===== config.mk =====
export PLATFORM = sky130hd
export DESIGN_NAME = vector_write_back_queue
export DESIGN_NICKNAME = d
export VERILOG_FILES = /design/src/rtl/vector_write_back_queue.sv
export SDC_FILE = /design/constraint.sdc
export NUM_CORES = 1
export LEC_CHECK = 0
export BUFFER_PORTS_ARGS = -buffer_cell sky130_fd_sc_hd__buf_2
export CORE_MARGIN = 3
export CORE_UTILIZATION = 49
export DETAILED_ROUTE_END_ITERATION = 10
export PLACE_DENSITY_LB_ADDON = 0.08
export SETUP_SLACK_MARGIN = 0.15
export SLEW_MARGIN = 15
export SYNTH_ARGS = -nofsm -noshare
export SYNTH_HDL_FRONTEND = slang
export SYNTH_SLANG_ARGS = --single-unit
export TNS_END_PERCENT = 50

===== constraint.sdc =====
create_clock -name clock_i -period 4.4 [get_ports clock_i]
set_input_delay 0.88 -clock clock_i [delete_from_list [all_inputs] [get_ports clock_i]]
set_output_delay 0.88 -clock clock_i [all_outputs]
set_load 0.03 [all_outputs]

===== src/rtl/vector_write_back_queue.sv =====
// rtl/vector_write_back_queue.sv - in-order write-back queue between the merge stage and the VRF write port
//
// Purpose: buffers merged vector write-back entries and drains them strictly in
// order into the VRF write port, absorbing VRF stalls. Optional operand
// forwarding (youngest matching entry) is built when WB_QUEUE_FORWARD_EN is
// defined; otherwise query_hit_o/query_data_o are tied to zero.
//
// Ports:
//   clock_i        rising-edge clock
//   reset_i        synchronous reset, active-high
//   flush_i        synchronous discard of all queued entries
//   wb_valid_i     write-back entry offered
//   wb_ready_o     queue can accept an entry this cycle
//   wb_vd_addr_i   destination vreg of offered entry
//   wb_data_i      merged vd value
//   vrf_we_o       head entry presented to the VRF
//   vrf_waddr_o    head destination vreg
//   vrf_wdata_o    head data
//   vrf_ack_i      VRF accepted the head this cycle
//   query_addr_i   operand-read vreg for the forwarding check
//   query_hit_o    a queued entry targets query_addr_i
//   query_data_o   data of the youngest matching entry
//   occupancy_o    number of valid entries (0..DEPTH)

package dragonfang_pkg;
  typedef logic [31:0] data_packet_t;
endpackage

module vector_write_back_queue
  import dragonfang_pkg::*;
#(
  parameter int DEPTH      = 4,
  parameter int ADDR_WIDTH = 5
) (
  input  logic                    clock_i,
  input  logic                    reset_i,
  input  logic                    flush_i,
  input  logic                    wb_valid_i,
  output logic                    wb_ready_o,
  input  logic [ADDR_WIDTH-1:0]   wb_vd_addr_i,
  input  data_packet_t            wb_data_i,
  output logic                    vrf_we_o,
  output logic [ADDR_WIDTH-1:0]   vrf_waddr_o,
  output data_packet_t            vrf_wdata_o,
  input  logic                    vrf_ack_i,
  input  logic [ADDR_WIDTH-1:0]   query_addr_i,
  output logic                    query_hit_o,
  output data_packet_t            query_data_o,
  output logic [$clog2(DEPTH):0]  occupancy_o
);

  localparam int IDX_W = $clog2(DEPTH);
  localparam int PTR_W = IDX_W + 1;

  logic [PTR_W-1:0]      head_q, head_d;
  logic [PTR_W-1:0]      tail_q, tail_d;
  logic [DEPTH-1:0]      valid_q, valid_d;
  logic [ADDR_WIDTH-1:0] addr_q [DEPTH];
  data_packet_t          data_q [DEPTH];

  logic [IDX_W-1:0] head_idx;
  logic [IDX_W-1:0] tail_idx;
  logic             empty;
  logic             full;
  logic             push;
  logic             pop;

  assign head_idx = head_q[IDX_W-1:0];
  assign tail_idx = tail_q[IDX_W-1:0];
  assign empty    = (head_q == tail_q);
  // Same slot index but different lap: the tail has gone all the way round.
  assign full     = (head_idx == tail_idx) && (head_q[IDX_W] != tail_q[IDX_W]);

  // Outputs are forced idle while reset is held so the first reset cycle does
  // not expose stale state.
  assign wb_ready_o  = !full && !reset_i;
  assign vrf_we_o    = !empty && !reset_i;
  assign vrf_waddr_o = addr_q[head_idx];
  assign vrf_wdata_o = data_q[head_idx];
  assign occupancy_o = reset_i ? '0 : (tail_q - head_q);

  assign push = wb_valid_i && wb_ready_o;
  assign pop  = vrf_we_o && vrf_ack_i;

  always_comb begin
    head_d  = head_q;
    tail_d  = tail_q;
    valid_d = valid_q;
    if (flush_i) begin
      // Flush wins over any push or pop in the same cycle.
      head_d  = '0;
      tail_d  = '0;
      valid_d = '0;
    end else begin
      if (push) begin
        valid_d[tail_idx] = 1'b1;
        tail_d            = tail_q + PTR_W'(1);
      end
      if (pop) begin
        valid_d[head_idx] = 1'b0;
        head_d            = head_q + PTR_W'(1);
      end
    end
  end

  always_ff @(posedge clock_i) begin
    if (reset_i) begin
      head_q  <= '0;
      tail_q  <= '0;
      valid_q <= '0;
    end else begin
      head_q  <= head_d;
      tail_q  <= tail_d;
      valid_q <= valid_d;
    end
  end

  // Entry storage carries no reset; valid_q and the pointers qualify it.
  always_ff @(posedge clock_i) begin
    if (push && !flush_i) begin
      addr_q[tail_idx] <= wb_vd_addr_i;
      data_q[tail_idx] <= wb_data_i;
    end
  end

`ifdef WB_QUEUE_FORWARD_EN
  // Scan from oldest to youngest so the last match seen is the youngest one.
  // The entry being offered this cycle is not yet in storage, so it is never matched.
  always_comb begin
    logic [IDX_W-1:0] idx;
    idx          = '0;
    query_hit_o  = 1'b0;
    query_data_o = '0;
    for (int k = 0; k < DEPTH; k++) begin
      idx = head_idx + k[IDX_W-1:0];
      if (valid_q[idx] && (addr_q[idx] == query_addr_i)) begin
        query_hit_o  = !reset_i;
        query_data_o = data_q[idx];
      end
    end
  end
`else
  logic unused_fwd;
  assign unused_fwd   = ^{query_addr_i, valid_q};
  assign query_hit_o  = 1'b0;
  assign query_data_o = '0;
`endif

endmodule


# Word-level counts from Yosys, hierarchy flattened
# Memories as Yosys holds them, arrays and structs flattened. A register that Yosys moved wholly into a read port is not among the register bits.
# Index checks and enable logic that the tools add are counted.
dict set report op_classes {
  addsub 3
  eq_ne 3
  n_mux 7
  reduce_logical 11
}
# cell n
set ops {}
lappend ops {{2-bit two-way mux} 4}
lappend ops {{3-bit by 1-bit adder with 3-bit output, second input constant} 2}
lappend ops {{1-bit logical AND} 6}
lappend ops {{1-bit logical NOT} 4}
lappend ops {{3-bit equality test} 1}
lappend ops {{3-bit two-way mux} 1}
lappend ops {{3-bit subtractor} 1}
lappend ops {{2-bit equality test} 1}
lappend ops {{1-bit two-way mux} 2}
lappend ops {{2-bit OR reduction} 1}
lappend ops {{1-bit inequality test} 1}
dict set report word_totals {
  reg_bits 6
  ramBits 148
  inputBits 47
  out_inout_bits 75
  elab_cells 28
  mem_count 2
}
# name depth width rd rd_ports_with_merged_regs wr line
set memory_table {}
lappend memory_table {data_q 4 32 1 1 1 59} ;# data_packet_t data_q [DEPTH];
lappend memory_table {addr_q 4 5 1 1 1 58} ;# logic [ADDR_WIDTH-1:0] addr_q [DEPTH];

# Logic depth before layout (Yosys ltp)
# Gate-level depths: netlist of run 1.
dict set report logic_depth {
  word_depth 8
  ltp_mapped 6
  ltp_nobuf 6
}

# Worst setup path before layout of run 1
# OpenSTA, ideal clock, no wires.
dict set report synth_path {
  kind {input-to-reg}
  start {in wb_valid_i}
  end {mem addr_q[1][0] (enable)}
  setup_ns 0.485
  arrival_time_ns 4.014
  required_time_ns 3.915
  slack_ns -0.099
  cell_stages 3
  n_path_buf 0
  path_cell_list {nor2b_1 -> o21ai_4 -> nor3b_1}
}
dict set report synth_between {
  elab_chain_len 4
}
# element line
set synth_rtl {}
lappend synth_rtl {{start, declared} 38} ;# input logic wb_valid_i,
lappend synth_rtl {{1-bit logical AND} 82} ;# assign push = wb_valid_i && wb_ready_o;
lappend synth_rtl {{1-bit logical AND} 120} ;# if (push && !flush_i) begin
lappend synth_rtl {{1-bit two-way mux} 120}
lappend synth_rtl {{1-bit two-way mux (implied by the code)} 121} ;# addr_q[tail_idx] <= wb_vd_addr_i;
lappend synth_rtl {{end, declared} 58}
# No other way between the ends.

==> impl_metrics.yaml, run 1 <==
place:
  dp_slack_ns: 1.64
  detailed_place_hpwl_um: 5980
  portBuffers: 83
  routabilityCongestion: 0.725
floorplanning:
  core_um2: 12200
  rows: 40
  dieArea_um2: 14000
  die_w_um: 118
  ios: 122
  initial_core_util_pct: 50.7
  die_height_um: 118
sta:
  rsz0062_at_grt: "false"
  fmax_mhz: 322
  finalClockSkew_ns: 0.00574
  hold_violations: 0
  postLayoutSetupSlackWorst_ns: 1.30
  relSlewSlack_pct: 31.9
  slew_violations: 0
  fin_tns_setup_ns: 0
  tightest_slew_ns: 1.02
  period_needed_ns: 3.10
  finalSetupViolations: 0
  layout_worst_path_cycle_share_pct: 70.5
routing:
  first_iter_violations: 177
  drc: 0
  routed_via_density: 4.95
  ant_nets: 0
  routedWlPerCell_um: 17.8
  via_count: 2803
  drtPass1Iterations: 4
  routed_wl_um: 10100
setup_path:
  r2r_end: "data_q[2][11]"
  crit_type: "flop to output port"
  crit_path_end_kind: "output port"
  cp_top_family: "flip-flops"
  worstReg2RegStart: "tail_q[0]"
  rrSetupSlack_ns: 2.12
  cp_max_fo: 20
  worstPathCellList: "buf_12 > mux4_2 > buf_2"
  cp.required_ns: 3.52
  max_stage_delay_ns: 0.77
  critical_path_arrival_ns: 2.22
  reg2reg_depth: 6
  setup.worst_path.start_class: "flop"
  path_buf_inv: 2
  slowest_stage: "dfxtp_2"
yosys:
  synth.distinct_cells: 28
  seq_area_frac_synth_pct: 74.7
  yosysWarnings: 0
  yosysTopAreaCell: "edfxtp_1"
  syn_area_um2: 6160
  synth_cells: 288
  synth_edf_count: 148
  synthTopCellsByArea: "edfxtp_1, mux4_2, buf_4, dfxtp_1, ha_1"
  yosys-top-cells-count: "edfxtp_1, mux4_2, buf_4"
  synth_ff_type: "edfxtp_1"
  synth.top_cell.area_share_pct: 72.1
  yosysMostFrequentCell: "edfxtp_1"
  syn-mean-instance-area_um2: 21.4
  async_flop_share_pct: 0
  synth_seq_cells: 156
global_routing:
  antenna_found_initial: 1
  grt_use_total_pct: 15.2
  grt_overflow: 0
  first_global_vias: 2876
  grt_pass1_wl_um: 15800
  grt_start_max_net_pins: 38
cts:
  cts.reportedPaths.clkPinSlew_ns: 0.05
  holdBufCountCts: 0
  cts_setup_buffers: 0
  ctsLongestPathBuffers: 2
  root_buffer: "clkbuf_16"
  cts_sinks: 156
  cts_buffers: 17
  post_cts_resized: 0
  cts_max_level: 4
  worstSkewPairLatency_ns: 0.41
  cts_tree: "done"
finish:
  drive_above_1_share_pct: 39.7
  fillCellCount: 906
  antennaDiodeCount: 0
  regArea_um2: 4610
  multi_input_area_um2: 1360
  area_growth_pct: 17.4
  final_nets: 440
pwr:
  total_power_mw: 3.18
  cellLeakagePower_nw: 2.51
  ir_drop_uv: 258
  p_per_area_nw_per_um2: 439
run:
  cap_viol_max_count: 0
min_path:
  holdCritPathClass: "flop to flop"
  whs_path_depth: 2
  min_from: "head_q[1]"
status:
  status: "finished, final reports clean"
worst max path at each step:
stage | start | endpoint | slack [ns] | depth (start not counted)
6_report | flop | vrf_wdata_o[31] | 1.30 | 3
3_3_place_gp | flop | vrf_wdata_o[31] | 1.64 | 3
3_5_place_dp | flop | vrf_wdata_o[31] | 1.64 | 3
5_1_grt | flop | vrf_wdata_o[22] | 1.11 | 3
2_1_floorplan | wb_valid_i | addr_q[1][0] | -0.1 | 3
4_1_cts | flop | vrf_wdata_o[31] | 1.19 | 3
layer usage:
layer  global-route usage, %  vias up  share of wire [%]
met2                    23.7       89                 50
met3                    4.78       15                5.2
met4                    6.59        2                1.5
met1                    19.7     1414                 43
met5                       0        -               0.13
li1                        -     1283                  -
worst reg2reg max path: cells and delay by family (launching register included):
family / cells / cell delay [ns]
adder cells (fa/ha/maj): 1 / 0.34
buffers and inverters: 2 / 0.62
AND/OR/NAND/NOR: 2 / 0.44
flip-flops: 1 / 0.39
AO/OA/AOI/OAI: 1 / 0.12
logic make-up after synthesis:
group / share of synthesized area (%)
AOI/OAI and AO/OA: 0.894
xor gates and xnor gates: 0.548
adders and majority gates: 1.75
buffers and inverters: 5.52
DFF: 74.7
muxes: 14.7
other: 0.0609
and+or+nand+nor: 1.85
power by group:
group          internal, mW  total (mW)  switching, mW
sequential             1.64        1.64        0.00376
combinational        0.0368       0.139          0.102
clock                 0.878        1.40          0.518
final cells by class:
class | instances | share of cell area, %
Sequential cell | 156 | 63.7
Multi-Input combinational cell | 116 | 18.8
Timing Repair Buffer | 89 | 6.54
Clock buffer | 21 | 6.09
Tap cell | 168 | 2.91
Clock inverter | 11 | 1.73
Inverter | 5 | 0.260
flip-flops by register name, indices dropped and copies added, names as in the netlist, named ones only:
register  count
head_q        3
addr_q       20
data_q      128
tail_q        3
placed cells by master (no fill, tap or decap), types with 3 or more instances in the layout:
master	instances
ha_1	7
conb_1	33
clkbuf_16	17
dfxtp_1	6
nor3b_2	4
mux4_2	37
clkinv_1	7
edfxtp_1	148
nand2_1	10
buf_2	83
buf_4	5
bufinv_16	3
clkbuf_1	4
inv_1	5
mux2i_1	7
per-stage QoR:
step                area, um2  std cells  util, %  hold slack, ns
floorplan                6280        320        -           0.467
global placement         6670        534     54.8           0.492
detailed placement       6670        534     54.8           0.504
CTS                      7230        566     59.5           0.512
global route             7230        566     59.5           0.539
finish                   7230        566     59.5           0.509
(Power assumes the default switching activity.)
==> run 2, diff against run 1 <==
--- a/config.mk
+++ b/config.mk
@@ -7,7 +7,7 @@
 export LEC_CHECK = 0
 export BUFFER_PORTS_ARGS = -buffer_cell sky130_fd_sc_hd__buf_2
 export CORE_MARGIN = 3
-export CORE_UTILIZATION = 49
+export CORE_UTILIZATION = 55
 export DETAILED_ROUTE_END_ITERATION = 10
 export PLACE_DENSITY_LB_ADDON = 0.08
 export SETUP_SLACK_MARGIN = 0.15
==> constraint.sdc (replaced) <==
create_clock -name clock_i -period 3 [get_ports clock_i]
set_input_delay 0.6 -clock clock_i [delete_from_list [all_inputs] [get_ports clock_i]]
set_output_delay 0.6 -clock clock_i [all_outputs]
set_load 0.03 [all_outputs]
==> run 2 against run 1 <==
Compared with the run above: clock skew increased by 0.0015 ns; sequential share of layout area decreased by 0.31 points; non-clock buffer count increased by 5; critical path depth unchanged; largest cell class unchanged.
==> impl_metrics.yaml, run 2 (synthesis gave the netlist of run 1 again) <==
setup_path:
  slowest_stage: "dfxtp_2"
  cp.required_ns: 2.40
  path_buf_inv: 2
  worstReg2RegStart: "tail_q[0]"
  crit_path_end_kind: "output port"
  worstPathCellList: "buf_12 > mux4_2 > buf_2"
  crit_type: "flop to output port"
  cp_top_family: "flip-flops"
  rrSetupSlack_ns: 0.92
  critical_path_arrival_ns: 2.09
  path_depth: 3
  reg2reg_depth: 6
  cp_max_fo: 21
  r2r_end: "data_q[2][2]"
  setup.worst_path.start_class: "flop"
  max_stage_delay_ns: 0.55
pwr:
  comb_power_share_pct: 4.5
  ir_drop_uv: 399
  netSwitchingPower_mw: 0.973
  share_seq_of_total_power_pct: 52.2
  p_per_area_nw_per_um2: 634
  swShare_pct: 21.1
  internal_power_mw: 3.64
  cellLeakagePower_nw: 2.55
  pwr-share-clk_pct: 43.2
sta:
  layout_worst_path_cycle_share_pct: 89.5
  finalClockSkew_ns: 0.00720
  fin_tns_setup_ns: 0
  fmax_mhz: 372
  slew_violations: 0
  hold_violations: 0
  finalSetupViolations: 0
  rsz0062_at_grt: "false"
  period_needed_ns: 2.69
global_routing:
  grt_overflow: 0
  grt_start_max_net_pins: 22
  grt_use_total_pct: 17.5
  grt_pass1_wl_um: 16300
  first_global_vias: 3069
  antenna_found_initial: 0
floorplanning:
  ios: 122
  rows: 38
  dieArea_um2: 12500
  initial_core_util_pct: 56.6
  die_height_um: 112
  die_w_um: 112
  core_um2: 10900
cts:
  post_cts_resized: 0
  cts_setup_buffers: 0
  cts_sinks: 156
  cts_max_level: 4
  worstSkewPairLatency_ns: 0.51
  cts_buffers: 17
  holdBufCountCts: 0
  cts.reportedPaths.clkPinSlew_ns: 0.06
  root_buffer: "clkbuf_8"
  cts_tree: "done"
  ctsLongestPathBuffers: 2
finish:
  largest_register_ffs: 128
  top_register: "data_q"
  final_cell_mix: "edfxtp_1, buf_2, mux4_2, conb_1, clkbuf_16"
  final_util_pct: 66.7
  final_nets: 445
  reg_top3: "data_q x128, addr_q x20"
  antennaDiodeCount: 0
  final_common_cell: "edfxtp_1"
  drive_above_1_share_pct: 42.2
  area_growth_pct: 17.9
  fillCellCount: 733
routing:
  routedWlPerCell_um: 18.8
  first_iter_violations: 142
  via_count: 2886
  drtPass1Iterations: 4
  ant_nets: 0
  drc: 0
  routed_wl_um: 10200
  routed_via_density: 5.31
place:
  routabilityCongestion: 0.699
  detailed_place_hpwl_um: 6530
  portBuffers: 83
min_path:
  min_to: "data_q[2][20]"
  holdCritPathClass: "primary input to flop"
  min_from: "wb_data_i[20]"
  whs_path_depth: 1
run:
  cap_viol_max_count: 0
status:
  status: "finished, final reports clean"
## run 2: changes by cell type in the layout (fill, tap and decap cells not counted), sizes merged
cell | previous run | this run
clkinv | 8 | 7
clkinvlp | 0 | 3
bufinv | 3 | 2
inv | 5 | 8
clkbuf | 21 | 17
buf | 89 | 94
## run 2: final cells by class
class	count	area [um2]	share of cell area, %
Clock buffer	17	414	5.70
Clock inverter	15	146	2.01
Inverter	5	18.8	0.258
Multi-Input combinational cell	116	1380	19.0
Sequential cell	156	4610	63.4
Tap cell	140	175	2.41
Timing Repair Buffer	94	523	7.20
## run 2: how the worst max path moves through the flow
stage                                 to  slack, ns
after floorplan             addr_q[1][0]       0.03
after global placement    vrf_waddr_o[2]       0.80
after detailed placement  vrf_waddr_o[2]       0.80
after CTS                 vrf_waddr_o[2]       0.23
after global routing      vrf_waddr_o[2]       0.15
final                     vrf_waddr_o[2]       0.31
## run 2: power groups by stage
stage / sequential (mW) / combinational [mW] / clock (mW)
finish: 2.41 / 0.209 / 1.99
global route: 2.41 / 0.224 / 2.15
floorplan: 2.45 / 0.168 / 0
detailed placement: 2.45 / 0.210 / 0
global placement: 2.45 / 0.205 / 0
CTS: 2.41 / 0.211 / 2.04
## run 2: through the flow
step	total power, mW	hold slack, ns	cells	cell area (um2)	setup slack (ns)
3_5_place_dp	2.66	0.494	511	6710	0.800
3_3_place_gp	2.66	0.484	511	6710	0.802
2_1_floorplan	2.62	0.467	320	6300	0.0253
4_1_cts	4.66	0.269	543	7270	0.232
5_1_grt	4.78	0.272	543	7270	0.154
6_report	4.61	0.301	543	7270	0.314
## run 2: worst reg2reg max path, cell delays in order (launching register included)
cell	delay [ns]
dfxtp_1	0.38
inv_1	0.12
ha_1	0.34
nand2_1	0.18
o21ai_4	0.15
nor3b_4	0.24
buf_4	0.34
## run 2: metal layers
layer  vias up  share of wire (%)  GRT usage (%)
li1       1301                  -              -
met4         0                1.1           7.14
met2       101                 51           28.0
met3         7                6.1           5.22
met5         -                  0              0
met1      1477                 42           22.6
